`config.mk`:
```
export PLATFORM = sky130hd
export DESIGN_NAME = sdram_port_arbiter_flat
export DESIGN_NICKNAME = d
export VERILOG_FILES = /design/src/rtl/sdram_port_arbiter_if.sv /design/src/rtl/sdram_port_arbiter.sv /design/src/flat_wrapper.sv
export SDC_FILE = /design/constraint.sdc
export NUM_CORES = 1
export LEC_CHECK = 0
export ABC_AREA = 1
export BUFFER_PORTS_ARGS = -buffer_cell sky130_fd_sc_hd__buf_2
export CELL_PAD_IN_SITES_DETAIL_PLACEMENT = 2
export CELL_PAD_IN_SITES_GLOBAL_PLACEMENT = 2
export CORE_UTILIZATION = 14
export DETAILED_ROUTE_END_ITERATION = 10
export PLACE_DENSITY = 0.88
export SETUP_SLACK_MARGIN = 0.5
export SYNTH_ARGS = -nofsm -noshare
export SYNTH_HDL_FRONTEND = slang
export SYNTH_SLANG_ARGS = --single-unit
export TNS_END_PERCENT = 100
```
`constraint.sdc`:
```
create_clock -name ACLK -period 6.1 [get_ports ACLK]
set_clock_uncertainty 0.2 [all_clocks]
set_input_delay 1.22 -clock ACLK [delete_from_list [all_inputs] [get_ports ACLK]]
set_output_delay 1.22 -clock ACLK [all_outputs]
set_load 0.03 [all_outputs]
```
`src/rtl/sdram_port_arbiter_if.sv`:
```
// rtl/sdram_port_arbiter_if.sv - two requester ports plus the shared SDRAM core request port
interface sdram_port_arbiter_if #(
    parameter int ADDR_WIDTH = 32,
    parameter int DATA_WIDTH = 32
);
    logic [DATA_WIDTH/8-1:0] p0_wr_i;
    logic                    p0_rd_i;
    logic [7:0]              p0_len_i;
    logic [ADDR_WIDTH-1:0]   p0_addr_i;
    logic [DATA_WIDTH-1:0]   p0_write_data_i;
    logic                    p0_accept_o;
    logic                    p0_ack_o;
    logic                    p0_error_o;
    logic [DATA_WIDTH-1:0]   p0_read_data_o;

    logic [DATA_WIDTH/8-1:0] p1_wr_i;
    logic                    p1_rd_i;
    logic [7:0]              p1_len_i;
    logic [ADDR_WIDTH-1:0]   p1_addr_i;
    logic [DATA_WIDTH-1:0]   p1_write_data_i;
    logic                    p1_accept_o;
    logic                    p1_ack_o;
    logic                    p1_error_o;
    logic [DATA_WIDTH-1:0]   p1_read_data_o;

    logic [DATA_WIDTH/8-1:0] ram_wr_o;
    logic                    ram_rd_o;
    logic [7:0]              ram_len_o;
    logic [ADDR_WIDTH-1:0]   ram_addr_o;
    logic [DATA_WIDTH-1:0]   ram_write_data_o;
    logic                    ram_accept_i;
    logic                    ram_ack_i;
    logic                    ram_error_i;
    logic [DATA_WIDTH-1:0]   ram_read_data_i;

    // The arbiter side.
    modport slave (
        input  p0_wr_i, p0_rd_i, p0_len_i, p0_addr_i, p0_write_data_i,
        output p0_accept_o, p0_ack_o, p0_error_o, p0_read_data_o,
        input  p1_wr_i, p1_rd_i, p1_len_i, p1_addr_i, p1_write_data_i,
        output p1_accept_o, p1_ack_o, p1_error_o, p1_read_data_o,
        output ram_wr_o, ram_rd_o, ram_len_o, ram_addr_o, ram_write_data_o,
        input  ram_accept_i, ram_ack_i, ram_error_i, ram_read_data_i
    );

    // The environment side: both requesters and the SDRAM core.
    modport master (
        output p0_wr_i, p0_rd_i, p0_len_i, p0_addr_i, p0_write_data_i,
        input  p0_accept_o, p0_ack_o, p0_error_o, p0_read_data_o,
        output p1_wr_i, p1_rd_i, p1_len_i, p1_addr_i, p1_write_data_i,
        input  p1_accept_o, p1_ack_o, p1_error_o, p1_read_data_o,
        input  ram_wr_o, ram_rd_o, ram_len_o, ram_addr_o, ram_write_data_o,
        output ram_accept_i, ram_ack_i, ram_error_i, ram_read_data_i
    );
endinterface

```
`src/rtl/sdram_port_arbiter.sv`:
```
// rtl/sdram_port_arbiter.sv - round-robin burst arbiter sharing one SDRAM core port between two requesters
module sdram_port_arbiter #(
    parameter int ADDR_WIDTH    = 32,
    parameter int DATA_WIDTH    = 32,
    parameter int OUTSTANDING_W = 4
) (
    input  logic                   ACLK,
    input  logic                   ARSTN,
    sdram_port_arbiter_if.slave    bus
);
    localparam int STRB_W = DATA_WIDTH / 8;

    typedef enum logic [1:0] {ST_IDLE, ST_BURST, ST_DRAIN} state_t;

    state_t                   state;
    logic                     grant;
    logic                     last_grant;
    logic [8:0]               beats_left;
    logic [OUTSTANDING_W-1:0] outstanding;
    logic [OUTSTANDING_W-1:0] outstanding_nxt;

    logic                  p0_req, p1_req, next_grant;
    logic [7:0]            grant_len;
    logic [STRB_W-1:0]     sel_wr, fwd_wr;
    logic                  sel_rd, fwd_rd;
    logic                  in_burst, saturated, beat_taken, resp_route, ack_taken;

    assign p0_req     = (|bus.p0_wr_i) | bus.p0_rd_i;
    assign p1_req     = (|bus.p1_wr_i) | bus.p1_rd_i;
    assign next_grant = (p0_req && p1_req) ? ~last_grant : p1_req;
    assign grant_len  = next_grant ? bus.p1_len_i : bus.p0_len_i;

    assign sel_wr    = grant ? bus.p1_wr_i : bus.p0_wr_i;
    assign sel_rd    = grant ? bus.p1_rd_i : bus.p0_rd_i;
    assign in_burst  = (state == ST_BURST);
    assign saturated = &outstanding;

    // Only the strobes are stalled on saturation; the core ignores the rest without wr/rd.
    assign fwd_wr = (in_burst && !saturated) ? sel_wr : '0;
    assign fwd_rd = in_burst && !saturated && sel_rd;

    assign bus.ram_wr_o         = fwd_wr;
    assign bus.ram_rd_o         = fwd_rd;
    assign bus.ram_len_o        = in_burst ? (grant ? bus.p1_len_i : bus.p0_len_i) : 8'd0;
    assign bus.ram_addr_o       = in_burst ? (grant ? bus.p1_addr_i : bus.p0_addr_i) : '0;
    assign bus.ram_write_data_o = in_burst ? (grant ? bus.p1_write_data_i : bus.p0_write_data_i) : '0;

    assign beat_taken = ((|fwd_wr) | fwd_rd) & bus.ram_accept_i;
    // Responses with nothing in flight are spurious and never reach a port.
    assign resp_route = (state != ST_IDLE) && ((outstanding != '0) || beat_taken);
    assign ack_taken  = resp_route & bus.ram_ack_i;

    assign bus.p0_accept_o    = beat_taken & ~grant;
    assign bus.p1_accept_o    = beat_taken & grant;
    assign bus.p0_ack_o       = ack_taken & ~grant;
    assign bus.p1_ack_o       = ack_taken & grant;
    assign bus.p0_error_o     = resp_route & bus.ram_error_i & ~grant;
    assign bus.p1_error_o     = resp_route & bus.ram_error_i & grant;
    assign bus.p0_read_data_o = (resp_route && !grant) ? bus.ram_read_data_i : '0;
    assign bus.p1_read_data_o = (resp_route && grant) ? bus.ram_read_data_i : '0;

    always_comb begin
        outstanding_nxt = outstanding;
        case ({beat_taken, ack_taken})
            2'b10:   outstanding_nxt = outstanding + OUTSTANDING_W'(1);
            2'b01:   outstanding_nxt = outstanding - OUTSTANDING_W'(1);
            default: outstanding_nxt = outstanding;
        endcase
    end

    always_ff @(posedge ACLK) begin
        if (!ARSTN) begin
            state       <= ST_IDLE;
            grant       <= 1'b0;
            last_grant  <= 1'b1;
            beats_left  <= 9'd0;
            outstanding <= '0;
        end else begin
            outstanding <= outstanding_nxt;
            case (state)
                ST_IDLE: begin
                    if (p0_req || p1_req) begin
                        grant      <= next_grant;
                        beats_left <= {1'b0, grant_len} + 9'd1;
                        state      <= ST_BURST;
                    end
                end
                ST_BURST: begin
                    if (beat_taken) begin
                        beats_left <= beats_left - 9'd1;
                        if (beats_left == 9'd1) state <= ST_DRAIN;
                    end
                end
                ST_DRAIN: begin
                    if (outstanding_nxt == '0) begin
                        last_grant <= grant;
                        state      <= ST_IDLE;
                    end
                end
                default: state <= ST_IDLE;
            endcase
        end
    end
endmodule

```
`src/flat_wrapper.sv`:
```
// flat-port wrapper written by rule: the top's interface ports become plain ports
module sdram_port_arbiter_flat 
#(
    parameter int ADDR_WIDTH    = 32,
    parameter int DATA_WIDTH    = 32,
    parameter int OUTSTANDING_W = 4
)
  (ACLK, ARSTN, bus_p0_wr_i, bus_p0_rd_i, bus_p0_len_i, bus_p0_addr_i, bus_p0_write_data_i, bus_p0_accept_o, bus_p0_ack_o, bus_p0_error_o, bus_p0_read_data_o, bus_p1_wr_i, bus_p1_rd_i, bus_p1_len_i, bus_p1_addr_i, bus_p1_write_data_i, bus_p1_accept_o, bus_p1_ack_o, bus_p1_error_o, bus_p1_read_data_o, bus_ram_wr_o, bus_ram_rd_o, bus_ram_len_o, bus_ram_addr_o, bus_ram_write_data_o, bus_ram_accept_i, bus_ram_ack_i, bus_ram_error_i, bus_ram_read_data_i);
  sdram_port_arbiter_if #(.ADDR_WIDTH(ADDR_WIDTH), .DATA_WIDTH(DATA_WIDTH)) bus_i ();
  input  logic ACLK;
  input  logic ARSTN;
  input wire logic [$bits(bus_i.p0_wr_i)-1:0] bus_p0_wr_i;
  input wire logic [$bits(bus_i.p0_rd_i)-1:0] bus_p0_rd_i;
  input wire logic [$bits(bus_i.p0_len_i)-1:0] bus_p0_len_i;
  input wire logic [$bits(bus_i.p0_addr_i)-1:0] bus_p0_addr_i;
  input wire logic [$bits(bus_i.p0_write_data_i)-1:0] bus_p0_write_data_i;
  output wire logic [$bits(bus_i.p0_accept_o)-1:0] bus_p0_accept_o;
  output wire logic [$bits(bus_i.p0_ack_o)-1:0] bus_p0_ack_o;
  output wire logic [$bits(bus_i.p0_error_o)-1:0] bus_p0_error_o;
  output wire logic [$bits(bus_i.p0_read_data_o)-1:0] bus_p0_read_data_o;
  input wire logic [$bits(bus_i.p1_wr_i)-1:0] bus_p1_wr_i;
  input wire logic [$bits(bus_i.p1_rd_i)-1:0] bus_p1_rd_i;
  input wire logic [$bits(bus_i.p1_len_i)-1:0] bus_p1_len_i;
  input wire logic [$bits(bus_i.p1_addr_i)-1:0] bus_p1_addr_i;
  input wire logic [$bits(bus_i.p1_write_data_i)-1:0] bus_p1_write_data_i;
  output wire logic [$bits(bus_i.p1_accept_o)-1:0] bus_p1_accept_o;
  output wire logic [$bits(bus_i.p1_ack_o)-1:0] bus_p1_ack_o;
  output wire logic [$bits(bus_i.p1_error_o)-1:0] bus_p1_error_o;
  output wire logic [$bits(bus_i.p1_read_data_o)-1:0] bus_p1_read_data_o;
  output wire logic [$bits(bus_i.ram_wr_o)-1:0] bus_ram_wr_o;
  output wire logic [$bits(bus_i.ram_rd_o)-1:0] bus_ram_rd_o;
  output wire logic [$bits(bus_i.ram_len_o)-1:0] bus_ram_len_o;
  output wire logic [$bits(bus_i.ram_addr_o)-1:0] bus_ram_addr_o;
  output wire logic [$bits(bus_i.ram_write_data_o)-1:0] bus_ram_write_data_o;
  input wire logic [$bits(bus_i.ram_accept_i)-1:0] bus_ram_accept_i;
  input wire logic [$bits(bus_i.ram_ack_i)-1:0] bus_ram_ack_i;
  input wire logic [$bits(bus_i.ram_error_i)-1:0] bus_ram_error_i;
  input wire logic [$bits(bus_i.ram_read_data_i)-1:0] bus_ram_read_data_i;
  assign bus_i.p0_wr_i = bus_p0_wr_i;
  assign bus_i.p0_rd_i = bus_p0_rd_i;
  assign bus_i.p0_len_i = bus_p0_len_i;
  assign bus_i.p0_addr_i = bus_p0_addr_i;
  assign bus_i.p0_write_data_i = bus_p0_write_data_i;
  assign bus_p0_accept_o = bus_i.p0_accept_o;
  assign bus_p0_ack_o = bus_i.p0_ack_o;
  assign bus_p0_error_o = bus_i.p0_error_o;
  assign bus_p0_read_data_o = bus_i.p0_read_data_o;
  assign bus_i.p1_wr_i = bus_p1_wr_i;
  assign bus_i.p1_rd_i = bus_p1_rd_i;
  assign bus_i.p1_len_i = bus_p1_len_i;
  assign bus_i.p1_addr_i = bus_p1_addr_i;
  assign bus_i.p1_write_data_i = bus_p1_write_data_i;
  assign bus_p1_accept_o = bus_i.p1_accept_o;
  assign bus_p1_ack_o = bus_i.p1_ack_o;
  assign bus_p1_error_o = bus_i.p1_error_o;
  assign bus_p1_read_data_o = bus_i.p1_read_data_o;
  assign bus_ram_wr_o = bus_i.ram_wr_o;
  assign bus_ram_rd_o = bus_i.ram_rd_o;
  assign bus_ram_len_o = bus_i.ram_len_o;
  assign bus_ram_addr_o = bus_i.ram_addr_o;
  assign bus_ram_write_data_o = bus_i.ram_write_data_o;
  assign bus_i.ram_accept_i = bus_ram_accept_i;
  assign bus_i.ram_ack_i = bus_ram_ack_i;
  assign bus_i.ram_error_i = bus_ram_error_i;
  assign bus_i.ram_read_data_i = bus_ram_read_data_i;
  sdram_port_arbiter #(.ADDR_WIDTH(ADDR_WIDTH), .DATA_WIDTH(DATA_WIDTH), .OUTSTANDING_W(OUTSTANDING_W)) u_core (.ACLK(ACLK), .ARSTN(ARSTN), .bus(bus_i));
endmodule
```
[Yosys cells after proc, flatten, opt, wreduce, memory -nomap -nowiden]
Index checks and enable logic that the tools add are counted.
Word-level totals
  logic and storage cells: 77
  output and inout port bits: 147
  input port bits: 191
  register bits: 17
Cells by class
  $add $sub $neg: 4
  reduce and logical (&&, ||, !) cells: 23
  equality and inequality tests: 9
  muxes and demuxes: 22
  bitwise gates (word level): 14
Operators with widths (count)
  $mux W32: 6
  $mux W8: 3
  $mux W9: 2
  $pmux W9 S2: 1
  $reduce_or A4 Y1: 3
  $add A8 B1 Y9 const B: 1
  $and A1 B1 Y1: 9
  $eq A9 B1 Y1 const B: 1
  $sub A9 B1 Y9 const B: 1
  $mux W2: 4
  $mux W4: 2
  $pmux W4 S2: 1
  $reduce_and A4 Y1: 2
  $logic_and A1 B1 Y1: 6
  $pmux W2 S3: 1
  $add A4 B1 Y4 const B: 1
  $eq A2 B1 Y1 const B: 2
  $eq A2 B2 Y1 const B: 2
  $logic_not A4 Y1: 1
  $ne A2 B1 Y1 const B: 2
  $ne A2 B2 Y1 const B: 2
  $reduce_and A2 Y1: 2
  $reduce_bool A2 Y1: 2
  $reduce_bool A4 Y1: 1
  other kinds (8): 14

[Longest topological paths before layout]
  depth in word-level cells: 15
  gate-level depth with buffers: 23
  mapped depth without buffers: 22

[Least setup slack after synthesis]
Ideal clock, no wire load.
  path type: in2out
  start point: in bus_p0_wr_i[3]
  end point: out bus_p0_read_data_o[10]
  buffers on the path: 1
  cell stages on the path: 9
  data required time: 4.680 ns
  arrival: 2.537 ns
  setup slack: 2.143 ns
  cell sequence: inv_1 -> o21ai_0 -> o21ai_1 -> nand3_2 -> nand2_4 -> a31oi_4 -> nand2_4 -> buf_6 -> nor2_1
On the way
  word-level cells in the longest chain between the ends: 9
Ends and longest elaborated chain
  start, declared: RTL line flat_wrapper.sv:12  | input wire logic [$bits(bus_i.p0_wr_i)-1:0] bus_p0_wr_i;
  $mux W4: RTL line sdram_port_arbiter.sv:33  | assign sel_wr = grant ? bus.p1_wr_i : bus.p0_wr_i;
  $mux W4: RTL line sdram_port_arbiter.sv:39  | assign fwd_wr = (in_burst && !saturated) ? sel_wr : '0;
  $reduce_or A4 Y1: RTL line sdram_port_arbiter.sv:48  | assign beat_taken = ((|fwd_wr) | fwd_rd) & bus.ram_accept_i;
  $or A1 B1 Y1: RTL line sdram_port_arbiter.sv:48
  $and A1 B1 Y1: RTL line sdram_port_arbiter.sv:48
  $logic_or A1 B1 Y1: RTL line sdram_port_arbiter.sv:50  | assign resp_route = (state != ST_IDLE) && ((outstanding != '0) || beat_taken);
  $logic_and A1 B1 Y1: RTL line sdram_port_arbiter.sv:50
  $logic_and A1 B1 Y1: RTL line sdram_port_arbiter.sv:59  | assign bus.p0_read_data_o = (resp_route && !grant) ? bus.ram_read_data_i : '0;
  $mux W32: RTL line sdram_port_arbiter.sv:59
  end, declared: RTL line flat_wrapper.sv:20  | output wire logic [$bits(bus_i.p0_read_data_o)-1:0] bus_p0_read_data_o;
Every way passes these cells.

[Worst setup path after layout]
  start point: in bus_p0_wr_i[3]
  end point: out bus_p1_read_data_o[16]
On the way
  word-level cells in the longest chain between the ends: 9
Ends and longest elaborated chain
  $mux W4: RTL line sdram_port_arbiter.sv:33
  $mux W4: RTL line sdram_port_arbiter.sv:39
  $reduce_or A4 Y1: RTL line sdram_port_arbiter.sv:48
  $or A1 B1 Y1: RTL line sdram_port_arbiter.sv:48
  $and A1 B1 Y1: RTL line sdram_port_arbiter.sv:48
  $logic_or A1 B1 Y1: RTL line sdram_port_arbiter.sv:50
  $logic_and A1 B1 Y1: RTL line sdram_port_arbiter.sv:50
  $logic_and A1 B1 Y1: RTL line sdram_port_arbiter.sv:60  | assign bus.p1_read_data_o = (resp_route && grant) ? bus.ram_read_data_i : '0;
  $mux W32: RTL line sdram_port_arbiter.sv:60
  end, declared: RTL line flat_wrapper.sv:29  | output wire logic [$bits(bus_i.p1_read_data_o)-1:0] bus_p1_read_data_o;
Every way passes these cells.

==> results.md <==
* Status: complete, no violations
* Hold Vio Cnt, Final at 0
* Number of synthesized flops with an enable pin at 0
* CTS tree: yes
* Clk_lat worst skew at approximately 0.25 ns
* Critical-path top delay cell: nand2_4
* Worst r2r src: u_core.grant
* Syn_area_per_cell at 4.90 µm²
* Core area at between 20000 and 25000 µm²
* Fmax at 240 MHz
* CP arrival at 2.76 ns
* Post-route DRC at 0
* Reg-to-Reg End: u_core.state[0]
* Slew headroom at 39.3%
* Clock buffer count from CTS at 3
* VDD IR max at between 0.1 and 0.15 mV
* Slew at the pin closest to its max-slew limit at 0.911 ns
* Io pins at roughly 340
* Vias per cell at ~4.3
* Worst Path Required at 4.68 ns
* Clock root buffer: clkbuf_16
* Antenna violations before repair at 1
* Fraction of registers with async set/reset at 0%
* Reg-to-reg setup timing slack at between 2 and 2.5 ns
* Post-DR wirelength/cell at 15.2 µm
* Number of hold buffers added after CTS at 0
* Filler cells at roughly 2800
* Max stage delay on crit path at around 0.26 ns
* Setup Fix Bufs, Post-CTS at 0
* Multi-input gate area at ~2200 µm²
* Top-area cell type share of the netlist area at 26.0%
* CP endpoint kind: output pin
* Flops & latches, synth at 17
* GP Congestion at between 0.8 and 0.9
* Top_reg_cell synth: dfxtp_1
* Synth cell count leaders: nand2_1, nor2_1, a21oi_1
* Vias in the first global route at between 5000 and 6000
* # resized after CTS at 0
* Total gr overflow at 0
* Die X at 149 µm
* Die Y at around 150 µm
* Mapped Cells at 620
* Type of origin of the critical path: input port
* Setup_tns at 0 ns
* Max Cap Violations at 0
* Max-slew violations at 0
* Hold endpoint: u_core.beats_left[1]
* Most common cell in the netlist: nand2_1
* Largest net degree at the start of global routing at 85
* H-tree Lvls at 1
* Worst R2R Path Depth at 21
* Die footprint at 22300 µm²
* Min Clock Period, post-route at ~4.2 ns
* Reg area at around 340 µm²
* Row Count at 53
* Syn Nets at between 800 and 900
* HPWL after detailed placement at roughly 16000 µm
* Fin crit share at approximately 68%
* Hold depth at 2
* Clock transition at path regs at 0.05 ns
* Layout area overhead at 64.4%
* Cell Pwr Density at roughly 390 nW/µm²
* Crit path kind: input port to output pin
* Number of DRC markers in iteration 0 at between 100 and 150
* Syn Std Cell Area at slightly above 3000 µm²
* Seq/Total Area, Yosys at 11.2%
* CP Max Fanout at 34
* CP cell instances: buf_2, inv_1, o21ai_0, o21ai_1, nand3_2, nand2_4, a31oi_4, nand2_4, nor2_1, buf_2
* RSZ-0062 raised after global routing: no
* Leak Pwr at about 3.2 nW
* Setup ws final at 1.92 ns
* Finished Core Util at a little under a quarter
* Clock Path Buffers at 2
* Top area cells in the synthesized netlist: nand2_1, a21oi_1, nor2_1
* Setup WS pre-CTS at between 1.5 and 2 ns
* Hold Path Class: register to register
* Largest area contributor in the netlist: nand2_1
* Final ANT Viol Nets at 0
* Final setup vio count at 0
* GR Util All Layers at 15.8%
* DR vias at slightly above 5000
* Fraction of layout instances using a drive strength above 1 at between 30% and 40%
* Cell variety after synth at 30
* 1st-pass router iterations at 4
* Global-route wire length before repair at between 20000 and 30000 µm
* Final net count at around 1100
* Initial Util at between 10% and 20%
* Worst hold margin at about 0.28 ns
* # clock sinks at 17
* Synthesis warning total at 0
* Buffers added on ports at ~340
* DRT Wirelength at roughly 18000 µm
* Worst hold start: u_core.beats_left[1]
[layout by cell type (no fill, tap or decap)]
cell and n:
a21boi_0 1, a21oi_1 90, a31oi_1 1, a31oi_4 1, buf_2 337, buf_4 4, clkbuf_16 3, clkinv_1 2
clkinv_2 1, dfxtp_1 16, dfxtp_2 1, diode_2 1, fa_1 1, ha_1 6, inv_1 69, inv_2 3
nand2_1 210, nand2_2 4, nand2_4 3, nand3_1 24, nand3_2 2, nand3b_1 1, nand4_1 6, nor2_1 110
nor2_4 1, nor3_1 3, nor3b_1 1, o21ai_0 20, o21ai_1 2, o31ai_1 2, xor2_1 5
[stage by stage]
step	cells	power (W)	instance area [µm²]
final	1206	0.00193	4990
after floorplan	620	0.00134	3040
after CTS	1205	0.00196	4990
after detailed placement	1201	0.00181	4910
after global placement	1201	0.00177	4910
after global routing	1206	0.00210	4990
[flip-flops by register name, summed over array words and instances, names as in the netlist]
signal and flops:
u_core.beats_left 9, u_core.outstanding 4, u_core.last_grant 1, u_core.grant 1, u_core.state 2
[power breakdown]
part / internal, W / total, W / leakage [nW] / switching (W)
clock network: 0.0000879 / 0.000135 / 0.0409 / 0.0000475
registers: 0.000150 / 0.000186 / 0.141 / 0.0000363
logic: 0.000431 / 0.00161 / 2.97 / 0.00117
total: 0.000670 / 0.00193 / 3.16 / 0.00126
[metal layers]
metal | GRT usage, % | vias up | wire length [µm]
li1 | - | 2545 | -
met1 | 17.2 | 2366 | 7270
met2 | 31.1 | 252 | 9270
met3 | 2.84 | 28 | 1320
met4 | 3.83 | 0 | 453
met5 | 0 | - | 0
[critical path, delay by kind of cell]
family,cells,cell delay (ns)
buf+inv,3,0.35
simple gates,4,0.65
compound gates,3,0.54
[cell type report]
class	count	area share [%]
Inverter	74	5.57
Timing Repair Buffer	341	34.4
Sequential cell	17	6.84
Tap cell	275	6.89
Clock inverter	1	0.100
Multi-Input combinational cell	494	44.6
Clock buffer	3	1.50
Antenna cell	1	0.0501
[worst max-delay path by stage]
| stage | cells after the start | endpoint | start |
|---|---|---|---|
| 3_5_place_dp | 21 | u_core.state[0] | bus_p0_wr_i[3] |
| 4_1_cts | 10 | bus_p1_read_data_o[13] | u_core.grant |
| 5_1_grt | 22 | u_core.state[1] | u_core.grant |
| 6_report | 10 | bus_p1_read_data_o[16] | bus_p0_wr_i[3] |
| 3_3_place_gp | 21 | u_core.state[0] | bus_p0_wr_i[3] |
| 2_1_floorplan | 9 | bus_p0_read_data_o[10] | bus_p0_wr_i[3] |
[cell families (layout without fill, tap and decap cells)]
group | after synthesis | count (layout) | synth area share (%)
AOI/OAI and AO/OA | 117 | 117 | 20.1
buffers and inverters | 109 | 419 | 15.4
and+or+nand+nor | 365 | 365 | 48.7
xor gates and xnor gates | 5 | 5 | 1.44
adders and majority gates | 7 | 7 | 3.13
DFF | 17 | 17 | 11.2
other | 0 | 1 | 0
Note: power is estimated with default switching activity, not from simulation.
